==> src/rtl/cmp_iter.sv <==
// Iterative compare unit: resolves all eight funct3 compare/branch conditions
// DIGIT bits per cycle, MSB first, behind valid/ready handshakes on both sides.
module cmp_iter #(
    parameter int WIDTH      = 32,
    parameter int DIGIT      = 4,
    parameter int EARLY_EXIT = 1
) (
    input  logic             clk,
    input  logic             rst,
    input  logic             in_valid,
    output logic             in_ready,
    input  logic [2:0]       op,
    input  logic [WIDTH-1:0] x1,
    input  logic [WIDTH-1:0] x2,
    output logic             out_valid,
    input  logic             out_ready,
    output logic [WIDTH-1:0] out,
    output logic             lt,
    output logic             eq
);
    localparam int N  = WIDTH / DIGIT;
    localparam int KW = (N > 1) ? $clog2(N) : 1;

    typedef enum logic [1:0] {IDLE, BUSY, DONE} state_t;

    state_t            state_reg, state_next;
    logic [2:0]        op_reg;
    logic [WIDTH-1:0]  a_reg, b_reg;
    logic [KW-1:0]     k_reg;
    logic              found_reg, lt_work_reg;
    logic [WIDTH-1:0]  out_reg;
    logic              lt_reg, eq_reg;

    logic [DIGIT-1:0]  d1, d2;
    logic              diff, last, finish, lt_now, eq_now, res, is_signed;
    logic [WIDTH-1:0]  sign_mask;

    // Flipping the sign bit maps two's-complement order onto unsigned order.
    assign sign_mask = WIDTH'(1) << (WIDTH - 1);
    assign is_signed = (op == 3'b010) || (op == 3'b100) || (op == 3'b101);

    // Operands shift left each cycle, so the current digit is always on top.
    assign d1     = a_reg[WIDTH-1 -: DIGIT];
    assign d2     = b_reg[WIDTH-1 -: DIGIT];
    assign diff   = (d1 != d2);
    assign last   = (k_reg == KW'(N - 1));
    assign finish = last || ((EARLY_EXIT != 0) && diff);

    // The first differing digit decides; later digits cannot override it.
    assign lt_now = found_reg ? lt_work_reg : (diff && (d1 < d2));
    assign eq_now = !found_reg && !diff;

    always_comb begin
        res = lt_now;
        case (op_reg)
            3'b000:         res = eq_now;
            3'b001:         res = !eq_now;
            3'b101, 3'b111: res = !lt_now;
            default:        res = lt_now;
        endcase
    end

    always_comb begin
        state_next = state_reg;
        case (state_reg)
            IDLE:    if (in_valid) state_next = BUSY;
            BUSY:    if (finish) state_next = DONE;
            DONE:    if (out_ready) state_next = IDLE;
            default: state_next = IDLE;
        endcase
    end

    always_ff @(posedge clk) begin
        if (rst) begin
            state_reg   <= IDLE;
            op_reg      <= 3'b000;
            a_reg       <= '0;
            b_reg       <= '0;
            k_reg       <= '0;
            found_reg   <= 1'b0;
            lt_work_reg <= 1'b0;
            out_reg     <= '0;
            lt_reg      <= 1'b0;
            eq_reg      <= 1'b0;
        end else begin
            state_reg <= state_next;
            case (state_reg)
                IDLE: begin
                    if (in_valid) begin
                        op_reg      <= op;
                        a_reg       <= x1 ^ (is_signed ? sign_mask : '0);
                        b_reg       <= x2 ^ (is_signed ? sign_mask : '0);
                        k_reg       <= '0;
                        found_reg   <= 1'b0;
                        lt_work_reg <= 1'b0;
                    end
                end
                BUSY: begin
                    a_reg <= a_reg << DIGIT;
                    b_reg <= b_reg << DIGIT;
                    k_reg <= k_reg + KW'(1);
                    if (diff && !found_reg) begin
                        found_reg   <= 1'b1;
                        lt_work_reg <= (d1 < d2);
                    end
                    if (finish) begin
                        out_reg <= WIDTH'(res);
                        lt_reg  <= lt_now;
                        eq_reg  <= eq_now;
                    end
                end
                default: ;
            endcase
        end
    end

    assign in_ready  = (state_reg == IDLE);
    assign out_valid = (state_reg == DONE);
    assign out       = out_reg;
    assign lt        = lt_reg;
    assign eq        = eq_reg;
endmodule

==> config.mk <==
export PLATFORM = sky130hd
export DESIGN_NAME = cmp_iter
export DESIGN_NICKNAME = d
export VERILOG_FILES = /design/src/rtl/cmp_iter.sv
export SDC_FILE = /design/constraint.sdc
export NUM_CORES = 1
export LEC_CHECK = 0
export ABC_AREA = 1
export ABC_CLOCK_PERIOD_IN_PS = 1400
export BUFFER_PORTS_ARGS = -buffer_cell sky130_fd_sc_hd__clkbuf_2
export CORE_AREA = 2 2 111 113
export DETAILED_ROUTE_END_ITERATION = 10
export DIE_AREA = 0 0 113 115
export HOLD_SLACK_MARGIN = 0.08
export SYNTH_ARGS = -nofsm -noshare
export SYNTH_HDL_FRONTEND = slang
export SYNTH_SLANG_ARGS = --single-unit
export TNS_END_PERCENT = 1
==> constraint.sdc <==
create_clock -name clk -period 1.4 [get_ports clk]
set_input_delay 0.42 -clock clk [delete_from_list [all_inputs] [get_ports clk]]
set_output_delay 0.42 -clock clk [all_outputs]
set_load 0.01 [all_outputs]
==> impl_metrics.tcl, run 1 <==
set metrics [dict create \
    fp.dieArea_um2 13000 \
    grt.overflow.total 0 \
    max-vdd-ir-drop_uv 845 \
    seq_power_share_pct 40.8 \
    design.core.area_um2 11800 \
    cts_hold_buffers 0 \
    numClockSinks 77 \
    die_height_um 115 \
    yosys-top-cells-area "sky130_fd_sc_hd__dfxtp_1 (45%), sky130_fd_sc_hd__nand2_1 (10%), sky130_fd_sc_hd__a21oi_1 (9.0%), sky130_fd_sc_hd__buf_4 (6.9%), sky130_fd_sc_hd__o221ai_1 (6.8%)" \
    post-dp-hpwl_mm 5.77 \
    final_min_period_over_clock_period_pct 104 \
    cell_with_the_most_instances_after_synthesis "sky130_fd_sc_hd__nand2_1" \
    timing_max_transition_violations_final 0 \
    yosys_warnings 0 \
    timing.final.ws_setup_ps -50.4 \
    worst_hold_startpoint "x1[2]" \
    setup.worst_path.end_class "register" \
    violations "design-rule violations, negative setup slack" \
    final.fill_count 1249 \
    ys.flop_type "sky130_fd_sc_hd__dfxtp_1" \
    avgViaCountPerCell 4.58 \
    clock_latency_late_sink_ps 330 \
    power_density_nw_per_um2 1460 \
    drtPass1Iterations 7 \
    grtUsageTotal_pct 13.1 \
    synthTopCellsByCount "sky130_fd_sc_hd__nand2_1 (95), sky130_fd_sc_hd__dfxtp_1 (77), sky130_fd_sc_hd__a21oi_1 (62), sky130_fd_sc_hd__inv_1 (46), sky130_fd_sc_hd__buf_4 (32)" \
    cts_buffers 9 \
    yosysTopAreaCellShare_pct 44.5 \
    antennaDiodeCount 0 \
    number_of_buffers_on_the_longest_clock_path 2 \
    gpl.final_weighted_congestion 0.771 \
    die_width_um 113 \
    synth_top_cell_by_area "sky130_fd_sc_hd__dfxtp_1" \
    reg2reg_depth 10 \
    maxClockFrequency_mhz 689 \
    vias 3038 \
    grt_antenna_before_repair 0 \
    detail_route.wl_per_cell_um 12.7 \
    clock_root_buffer "sky130_fd_sc_hd__clkbuf_16" \
    num_ports 107 \
    placementRows 40 \
    total_power_mw 6.42 \
    arrival_ps 1680 \
    criticalPathCategory "register to register" \
    yosys.area_share.adder_pct 2.17 \
    first_global_vias 2899 \
    post_synth_and_or_nand_nor_area_fraction_pct 12.9 \
    hold_vio_cnt_final 0 \
    synth_compound_gate_area_share_pct 23.0 \
    yosys.cell_types.count 23 \
    portBuffers 75 \
    power_leakage_nw 1.88 \
    nNetsFinal 588 \
    cap_viol_max_count 0 \
    clk_pin_slew_worst_paths_ps 60 \
    synthXorXnorAreaFrac_pct 0.506 \
    clock_network_fraction_of_total_power_pct 37.0 \
    hold_path.class "primary input to register" \
    p_sw_share_pct 29.2 \
    reg2reg_to "lt" \
    worst-path-max-fanout 6 \
    power.net_switching_mw 1.88 \
    layout_cell_share_with_drive_strength_beyond_1_pct 27.1 \
    postSynthRegisterBits 77 \
    synth.avg_cell_area_um2 7.96 \
    tritoncts_clock_tree "done" \
    outcome "finished with violations" \
    worst_clock_skew_ps 4.34 \
    grt_setup_unrepaired "yes" \
    internal_power_mw 4.55 \
    syn_area_um2 3460 \
    min_tclk_post_route_ps 1450 \
    htree_num_levels 3 \
    crit_required_ps 1630 \
    route.antenna.remaining_nets 0 \
    critPathLaunchType "register" \
    synth_top_family_by_area "compound AO/OA/AOI/OAI gates" \
    drc 10 \
    grt_pass1_wl_mm 13.6 \
    r2r-start "b_reg[31]" \
    hold_path_depth 3 \
    synth_mux_area_share_pct 0 \
    maximum_number_of_pins_on_one_net_before_global_route_repair 43 \
    p_comb_share_pct 22.2 \
    totalWireLength_mm 8.40 \
    number_of_enable_type_register_cells_in_the_synthesized_netlist 0 \
    syn_to_final_growth_pct 26.9 \
    rrSetupSlack_ps -50 \
    post_synth_inst_count 435 \
    drt-initial-drc-count 121 \
    synth-seq-area-share_pct 44.5 \
    worstHoldEndpoint "a_reg[2]" \
    initial_utilization_pct 29.3 \
    finish.utilization_pct 37.2 \
    setup_viol 4 \
    ys_async_sr_fraction_pct 0 \
]
## final cells by class
type | instances | area, µm² | share of cell area, %
clock buffer | 11 | 253 | 5.75
clock inverter | 5 | 58.8 | 1.34
inverter | 49 | 184 | 4.19
multi-input combinational | 280 | 1570 | 35.7
sequential | 77 | 1550 | 35.3
tap | 147 | 184 | 4.19
timing repair buffer | 94 | 594 | 13.5
## cell usage in the layout (no fill, tap or decap), types with 2 or more instances in the layout
cell type                    Yosys  layout
sky130_fd_sc_hd__a21oi_1        62      62
sky130_fd_sc_hd__a22oi_1        15      15
sky130_fd_sc_hd__a31oi_1        14      14
sky130_fd_sc_hd__buf_12          0       5
sky130_fd_sc_hd__buf_4          32      12
sky130_fd_sc_hd__buf_6           5       3
sky130_fd_sc_hd__clkbuf_16       0       9
sky130_fd_sc_hd__clkbuf_2        0      73
sky130_fd_sc_hd__clkbuf_8        0       2
sky130_fd_sc_hd__clkinvlp_4      0       2
sky130_fd_sc_hd__conb_1          1      31
sky130_fd_sc_hd__dfxtp_1        77      71
sky130_fd_sc_hd__dfxtp_2         0       6
sky130_fd_sc_hd__ha_1            6       2
sky130_fd_sc_hd__ha_4            0       4
sky130_fd_sc_hd__inv_1          46      44
sky130_fd_sc_hd__inv_2           3       5
sky130_fd_sc_hd__nand2_1        95      89
sky130_fd_sc_hd__nand2_2         1       5
sky130_fd_sc_hd__nand2_4         0       2
sky130_fd_sc_hd__nand3_1         7       4
sky130_fd_sc_hd__nand3_2         0       3
sky130_fd_sc_hd__nor2_1          8       6
sky130_fd_sc_hd__nor2_4          0       3
sky130_fd_sc_hd__o21ai_0         8       8
sky130_fd_sc_hd__o221ai_1       27      27
sky130_fd_sc_hd__xnor2_1         2       2
## through the flow
step           area, µm²  std cells  hold slack, ps  setup WS, ps  setup TNS [ps]
4_1_cts             4310        661             305         -10.5           -10.5
3_3_place_gp        3930        645             432         -83.6            -137
5_1_grt             4390        663             316          -146            -552
6_report            4390        663             318         -50.4           -89.0
3_5_place_dp        3930        645             435          -128            -250
2_1_floorplan       3570        465             424          12.9               0
## per-layer routing
metal  vias to the layer above  GRT usage (%)  wire, µm
li1                       1554              -         -
met1                      1393           16.9      3900
met2                        87           20.7      3860
met3                         4           4.38       552
met4                         0           4.15        78
met5                         -              0         0
## how the worst max path moves through the flow
stage	startpoint	endpoint	slack, ps	cells past startpoint
2_1_floorplan	b_reg[31]	out[0]	10	11
3_3_place_gp	b_reg[31]	out[0]	-80	11
3_5_place_dp	b_reg[31]	out[0]	-130	11
4_1_cts	b_reg[29]	out[0]	-10	11
5_1_grt	b_reg[30]	out[0]	-150	12
6_report	b_reg[31]	lt	-50	10
## power groups by stage
stage	Combinational (mW)	Sequential (mW)	Clock [mW]
6_report	1.43	2.62	2.37
4_1_cts	1.33	2.61	2.45
3_5_place_dp	1.25	2.65	0
2_1_floorplan	0.935	2.62	0
3_3_place_gp	1.23	2.64	0
5_1_grt	1.60	2.65	2.54
## critical path, cell delays in order, from the launching register on
cell and delay [ps]:
sky130_fd_sc_hd__dfxtp_2 330, sky130_fd_sc_hd__inv_2 50, sky130_fd_sc_hd__ha_4 270, sky130_fd_sc_hd__nand2_4 50
sky130_fd_sc_hd__nor2_4 190, sky130_fd_sc_hd__buf_6 140, sky130_fd_sc_hd__a21oi_4 60, sky130_fd_sc_hd__nor2_1 90
sky130_fd_sc_hd__nor2_1 40, sky130_fd_sc_hd__o21ai_0 70, sky130_fd_sc_hd__inv_1 50
## timing repair
action,in CTS,in global routing
buffers inserted,0,2
gates resized for setup,14,20
setup endpoints to repair,5,56
pin swaps,2,8
gates cloned,0,0
## cell families (layout without fill, tap and decap cells)
family / after synthesis / after routing
AOI/OAI and AO/OA: 127 / 127
and+or+nand+nor: 114 / 114
buffers and inverters: 108 / 159
DFF: 77 / 77
adders and majority gates: 6 / 6
xor gates and xnor gates: 2 / 2
other: 1 / 31
Power figures use the tool's default switching activity.
==> inputs of run 2 (changes only) <==
- ABC_CLOCK_PERIOD_IN_PS: 1400 -> 1540
- clock period: 1.4 -> 1.54 ns (I/O delays scaled with it)
==> impl_metrics.tcl, run 2 (synthesized netlist as in run 1, its figures left out) <==
set metrics [dict create \
    route.antenna.remaining_nets 0 \
    crit_required_ps 1080 \
    clock_root_buffer "sky130_fd_sc_hd__clkbuf_16" \
    mostFrequentLayoutCell "sky130_fd_sc_hd__nand2_1" \
    max-vdd-ir-drop_uv 635 \
    die_height_um 115 \
    violations "design-rule violations" \
    hold_slack_ps 358 \
    critPathLaunchType "register" \
    criticalPathCategory "register to output pin" \
    post-route-cell-area_um2 4320 \
    grt.overflow.total 0 \
    avgViaCountPerCell 4.59 \
    seq_power_share_pct 41.1 \
    layout_cell_share_with_drive_strength_beyond_1_pct 25.5 \
    power_leakage_nw 1.85 \
    rrSetupSlack_ps 70 \
    timing.final.ws_setup_ps 66.8 \
    drtPass1Iterations 7 \
    worstHoldEndpoint "a_reg[2]" \
    final.fill_count 1258 \
    internal_power_mw 4.15 \
    fin_tns_setup_ps 0 \
    post-dp-hpwl_mm 5.73 \
    pre_cts_ws_ps -29.8 \
    drc 10 \
    fp.dieArea_um2 13000 \
    hold_path.class "primary input to register" \
    die_width_um 113 \
    reg2reg_to "out[0]" \
    min_tclk_post_route_ps 1470 \
    setup.worst_path.end_class "output pin" \
    setup_viol 0 \
    placed_cell_area_um2 3880 \
    drt-initial-drc-count 170 \
    final_cell_count_no_fill 661 \
    timing_max_transition_violations_final 0 \
    design.core.area_um2 11800 \
    gpl.final_weighted_congestion 0.757 \
    outcome "finished with violations" \
    slowest_delay_ps 340 \
    worst_clock_skew_ps 5.92 \
    reg2reg_depth 11 \
    worst-path-max-fanout 2 \
    detail_route.wl_per_cell_um 12.4 \
    dp_cells 641 \
    number_of_buffers_on_the_longest_clock_path 2 \
    grt_antenna_before_repair 0 \
    worst_hold_startpoint "x1[2]" \
    totalWireLength_mm 8.19 \
    power.net_switching_mw 1.64 \
    grtUsageTotal_pct 13.2 \
    nNetsFinal 586 \
    num_ports 107 \
    clk_pin_slew_worst_paths_ps 60 \
    power_density_nw_per_um2 1340 \
    initial_utilization_pct 29.3 \
    grt_setup_unrepaired "yes" \
    r2r-start "b_reg[31]" \
    final_cell_mix "sky130_fd_sc_hd__nand2_1 (89), sky130_fd_sc_hd__clkbuf_2 (75), sky130_fd_sc_hd__dfxtp_1 (73)" \
    p_sw_share_pct 28.4 \
    maxClockFrequency_mhz 679 \
    final_min_period_over_clock_period_pct 95.7 \
    p_comb_share_pct 20.8 \
    clock_network_fraction_of_total_power_pct 38.1 \
    total_power_mw 5.79 \
    numClockSinks 77 \
    cts_buffers 9 \
    htree_num_levels 3 \
    hold_path_depth 3 \
    finish.utilization_pct 36.5 \
    cp_cell_sequence "inv_1 -> nor2_1 -> clkbuf_2" \
    arrival_ps 1010 \
    cp_slowest_cell "sky130_fd_sc_hd__dfxtp_1" \
    portBuffers 75 \
    tritoncts_clock_tree "done" \
    antennaDiodeCount 0 \
    maximum_number_of_pins_on_one_net_before_global_route_repair 38 \
    vias 3035 \
    first_global_vias 2911 \
    grt_pass1_wl_mm 13.7 \
    clock_latency_late_sink_ps 340 \
    placementRows 40 \
    cap_viol_max_count 0 \
    syn_to_final_growth_pct 24.7 \
    hold_vio_cnt_final 0 \
]
[run 2: changes by cell type in the layout (fill, tap and decap cells not counted), moves of 2 or more]
cell / before / now
sky130_fd_sc_hd__clkbuf_8: 2 / 0
sky130_fd_sc_hd__clkbuf_1: 0 / 3
sky130_fd_sc_hd__buf_6: 3 / 0
sky130_fd_sc_hd__clkbuf_2: 73 / 75
sky130_fd_sc_hd__dfxtp_1: 71 / 73
sky130_fd_sc_hd__dfxtp_2: 6 / 4
sky130_fd_sc_hd__nand2_2: 5 / 7
sky130_fd_sc_hd__nand2_4: 2 / 0
[run 2: repair_timing]
item,4_1_cts,5_1_grt
cloned,0,0
pin swaps,0,10
hold buffers,0,0
endpoints found under the setup margin,2,2
setup buffers,0,4
gates resized for setup,1,21
hold endpoints to repair,0,0
[run 2: metal layers]
layer / track usage [%] / up-vias / share of wire (%)
met5: 0 / - / 0
met4: 4.23 / 0 / 1.2
met1: 16.5 / 1372 / 45
li1: - / 1553 / -
met2: 21.1 / 103 / 46
met3: 5.22 / 7 / 7.5
[run 2: layout make-up]
type / count / area (µm²) / share of cell area, %
clock buffers: 12 / 236 / 5.48
clock inverters: 4 / 72.6 / 1.68
multi-input cells: 280 / 1540 / 35.7
well taps: 147 / 184 / 4.26
inverters: 49 / 184 / 4.26
repair buffers: 92 / 553 / 12.8
flip-flops and latches: 77 / 1550 / 35.8
[run 2: power by group through the flow]
stage	Clock [mW]	Combinational [mW]	Sequential, mW
4_1_cts	2.27	1.12	2.37
3_5_place_dp	0	1.11	2.41
2_1_floorplan	0	0.850	2.38
6_report	2.21	1.21	2.38
5_1_grt	2.36	1.38	2.41
3_3_place_gp	0	1.08	2.40
[run 2: critical path, delay by kind of cell, from the launching register on]
kind,cells,cell delay [ps]
flops,1,340
buf+inv,2,220
simple gates,1,120
[run 2: how the worst max path moves through the flow]
stage / from / to / slack (ps) / cells after the start
after global placement: b_reg[31] / out[0] / 60 / 11
after CTS: b_reg[31] / out[0] / 8 / 11
after detailed placement: b_reg[31] / out[0] / -30 / 11
final: state_reg[1] / out_valid / 70 / 3
after floorplan: b_reg[31] / out[0] / 150 / 11
after global routing: b_reg[31] / out[0] / -40 / 11
==> inputs of run 3 (changes only) <==
- CELL_PAD_IN_SITES_DETAIL_PLACEMENT: not set -> 0
- CELL_PAD_IN_SITES_GLOBAL_PLACEMENT: not set -> 1
- PLACE_DENSITY_LB_ADDON: not set -> 0.1
==> impl_metrics.tcl, run 3 (synthesized netlist as in run 1, its figures left out) <==
set metrics [dict create \
    layout_cell_share_with_drive_strength_beyond_1_pct 23.0 \
    route.met2.wl_mm 3.71 \
    first_global_vias 2851 \
    route.top_layer_used "met4" \
    maximum_number_of_pins_on_one_net_before_global_route_repair 46 \
    drtPass1Iterations 7 \
    arrival_ps 990 \
    tritoncts_clock_tree "done" \
    cp_cell_sequence "inv_1 -> nor2_2 -> clkbuf_2" \
    grtUsageTotal_pct 13.4 \
    fp.dieArea_um2 13000 \
    timing_max_transition_violations_final 0 \
    finish.utilization_pct 36.1 \
    num_ports 107 \
    vias 2970 \
    power.net_switching_mw 1.70 \
    grt.overflow.total 0 \
    hold_path_depth 3 \
    drt-initial-drc-count 138 \
    clock_latency_late_sink_ps 330 \
    design.core.area_um2 11800 \
    worstHoldEndpoint "a_reg[3]" \
    hold_slack_ps 361 \
    crit_required_ps 1080 \
    setup.worst_path.end_class "output pin" \
    worst-path-max-fanout 2 \
    initial_utilization_pct 29.3 \
    clock_network_fraction_of_total_power_pct 39.4 \
    drc 7 \
    antennaDiodeCount 0 \
    nNetsFinal 581 \
    clk_pin_slew_worst_paths_ps 60 \
    critPathLaunchType "register" \
    cap_viol_max_count 0 \
    min_tclk_post_route_ps 1450 \
    violations "design-rule violations" \
    clock_root_buffer "sky130_fd_sc_hd__clkbuf_16" \
    slowest_delay_ps 340 \
    power_leakage_nw 1.83 \
    met1_length_mm 4.33 \
    totalWireLength_mm 8.53 \
    portBuffers 75 \
    met3_length_um 376 \
    p_sw_share_pct 29.2 \
    final_min_period_over_clock_period_pct 94.0 \
    reg2reg_to "out[0]" \
    r2r-start "b_reg[29]" \
    number_of_buffers_on_the_longest_clock_path 2 \
    cts_hold_buffers 0 \
    post-dp-hpwl_mm 5.66 \
    cts_buffers 9 \
    max-vdd-ir-drop_uv 470 \
    maxClockFrequency_mhz 691 \
    post-route-cell-area_um2 4270 \
    htree_num_levels 3 \
    hold_path.class "primary input to register" \
    grt_setup_unrepaired "yes" \
    criticalPathCategory "register to output pin" \
    placementRows 40 \
    worst_clock_skew_ps 7.50 \
    power_density_nw_per_um2 1370 \
    worst_hold_startpoint "x1[3]" \
    die_height_um 115 \
    setup_viol 0 \
    gpl.final_weighted_congestion 0.744 \
    hold_vio_cnt_final 0 \
    mostFrequentLayoutCell "sky130_fd_sc_hd__nand2_1" \
    grt_antenna_before_repair 0 \
    numClockSinks 77 \
    detail_route.wl_per_cell_um 13.0 \
    final_cell_mix "sky130_fd_sc_hd__nand2_1 (93), sky130_fd_sc_hd__dfxtp_1 (76), sky130_fd_sc_hd__clkbuf_2 (75)" \
    internal_power_mw 4.13 \
    final_cell_count_no_fill 656 \
    placed_cell_area_um2 3900 \
    route.antenna.remaining_nets 0 \
    die_width_um 113 \
    avgViaCountPerCell 4.53 \
    outcome "finished with violations" \
    reg2reg_depth 11 \
    cp_slowest_cell "sky130_fd_sc_hd__dfxtp_1" \
    seq_power_share_pct 40.5 \
    syn_to_final_growth_pct 23.2 \
    grt_pass1_wl_mm 13.8 \
    dp_cells 640 \
    rrSetupSlack_ps 120 \
    p_comb_share_pct 20.1 \
]
-- run 3: power groups by stage --
stage,combinational [mW],sequential (mW),clock [mW]
after floorplan,0.850,2.38,0
after global placement,1.14,2.40,0
after detailed placement,1.14,2.40,0
after CTS,1.15,2.36,2.35
after global routing,1.34,2.39,2.46
final,1.17,2.36,2.30
-- run 3: how the worst max path moves through the flow --
stage	startpoint	end	slack, ps
after floorplan	b_reg[31]	out[0]	150
after global placement	b_reg[31]	out[0]	50
after detailed placement	b_reg[31]	out[0]	10
after CTS	b_reg[31]	out[0]	3
after global routing	a_reg[28]	out[0]	-40
final	state_reg[1]	out_valid	90
-- run 3: critical path, delay by kind of cell (launching register included) --
family                 cells  cell delay [ps]
buffers and inverters      2              210
DFF                        1              340
and+or+nand+nor            1              100
-- run 3: timing repair --
| item | CTS | global route |
|---|---|---|
| endpoints found under the setup margin | 0 | 5 |
| setup buffers | 0 | 0 |
| gates resized for setup | 0 | 9 |
-- run 3: per-layer routing --
| layer | track usage (%) | up-vias |
|---|---|---|
| li1 | - | 1544 |
| met1 | 17.9 | 1349 |
| met2 | 21.0 | 66 |
| met3 | 3.43 | 11 |
| met4 | 4.47 | 0 |
| met5 | 0 | - |
-- run 3: area by class of cell --
class | count | area (µm²)
Clock buffer | 9 | 225
Multi-Input combinational cell | 280 | 1490
Tap cell | 147 | 184
Timing Repair Buffer | 87 | 541
Fill cell | 1278 | 7550
Sequential cell | 77 | 1540
Inverter | 49 | 184
Clock inverter | 7 | 97.6
-- run 3: stage by stage --
step	setup slack, ps	setup TNS, ps	power (mW)
after floorplan	153	0	3.23
after detailed placement	14.9	0	3.55
final	92.6	0	5.83
after global placement	46.6	0	3.54
after CTS	2.74	0	5.86
after global routing	-37.2	-37.2	6.19
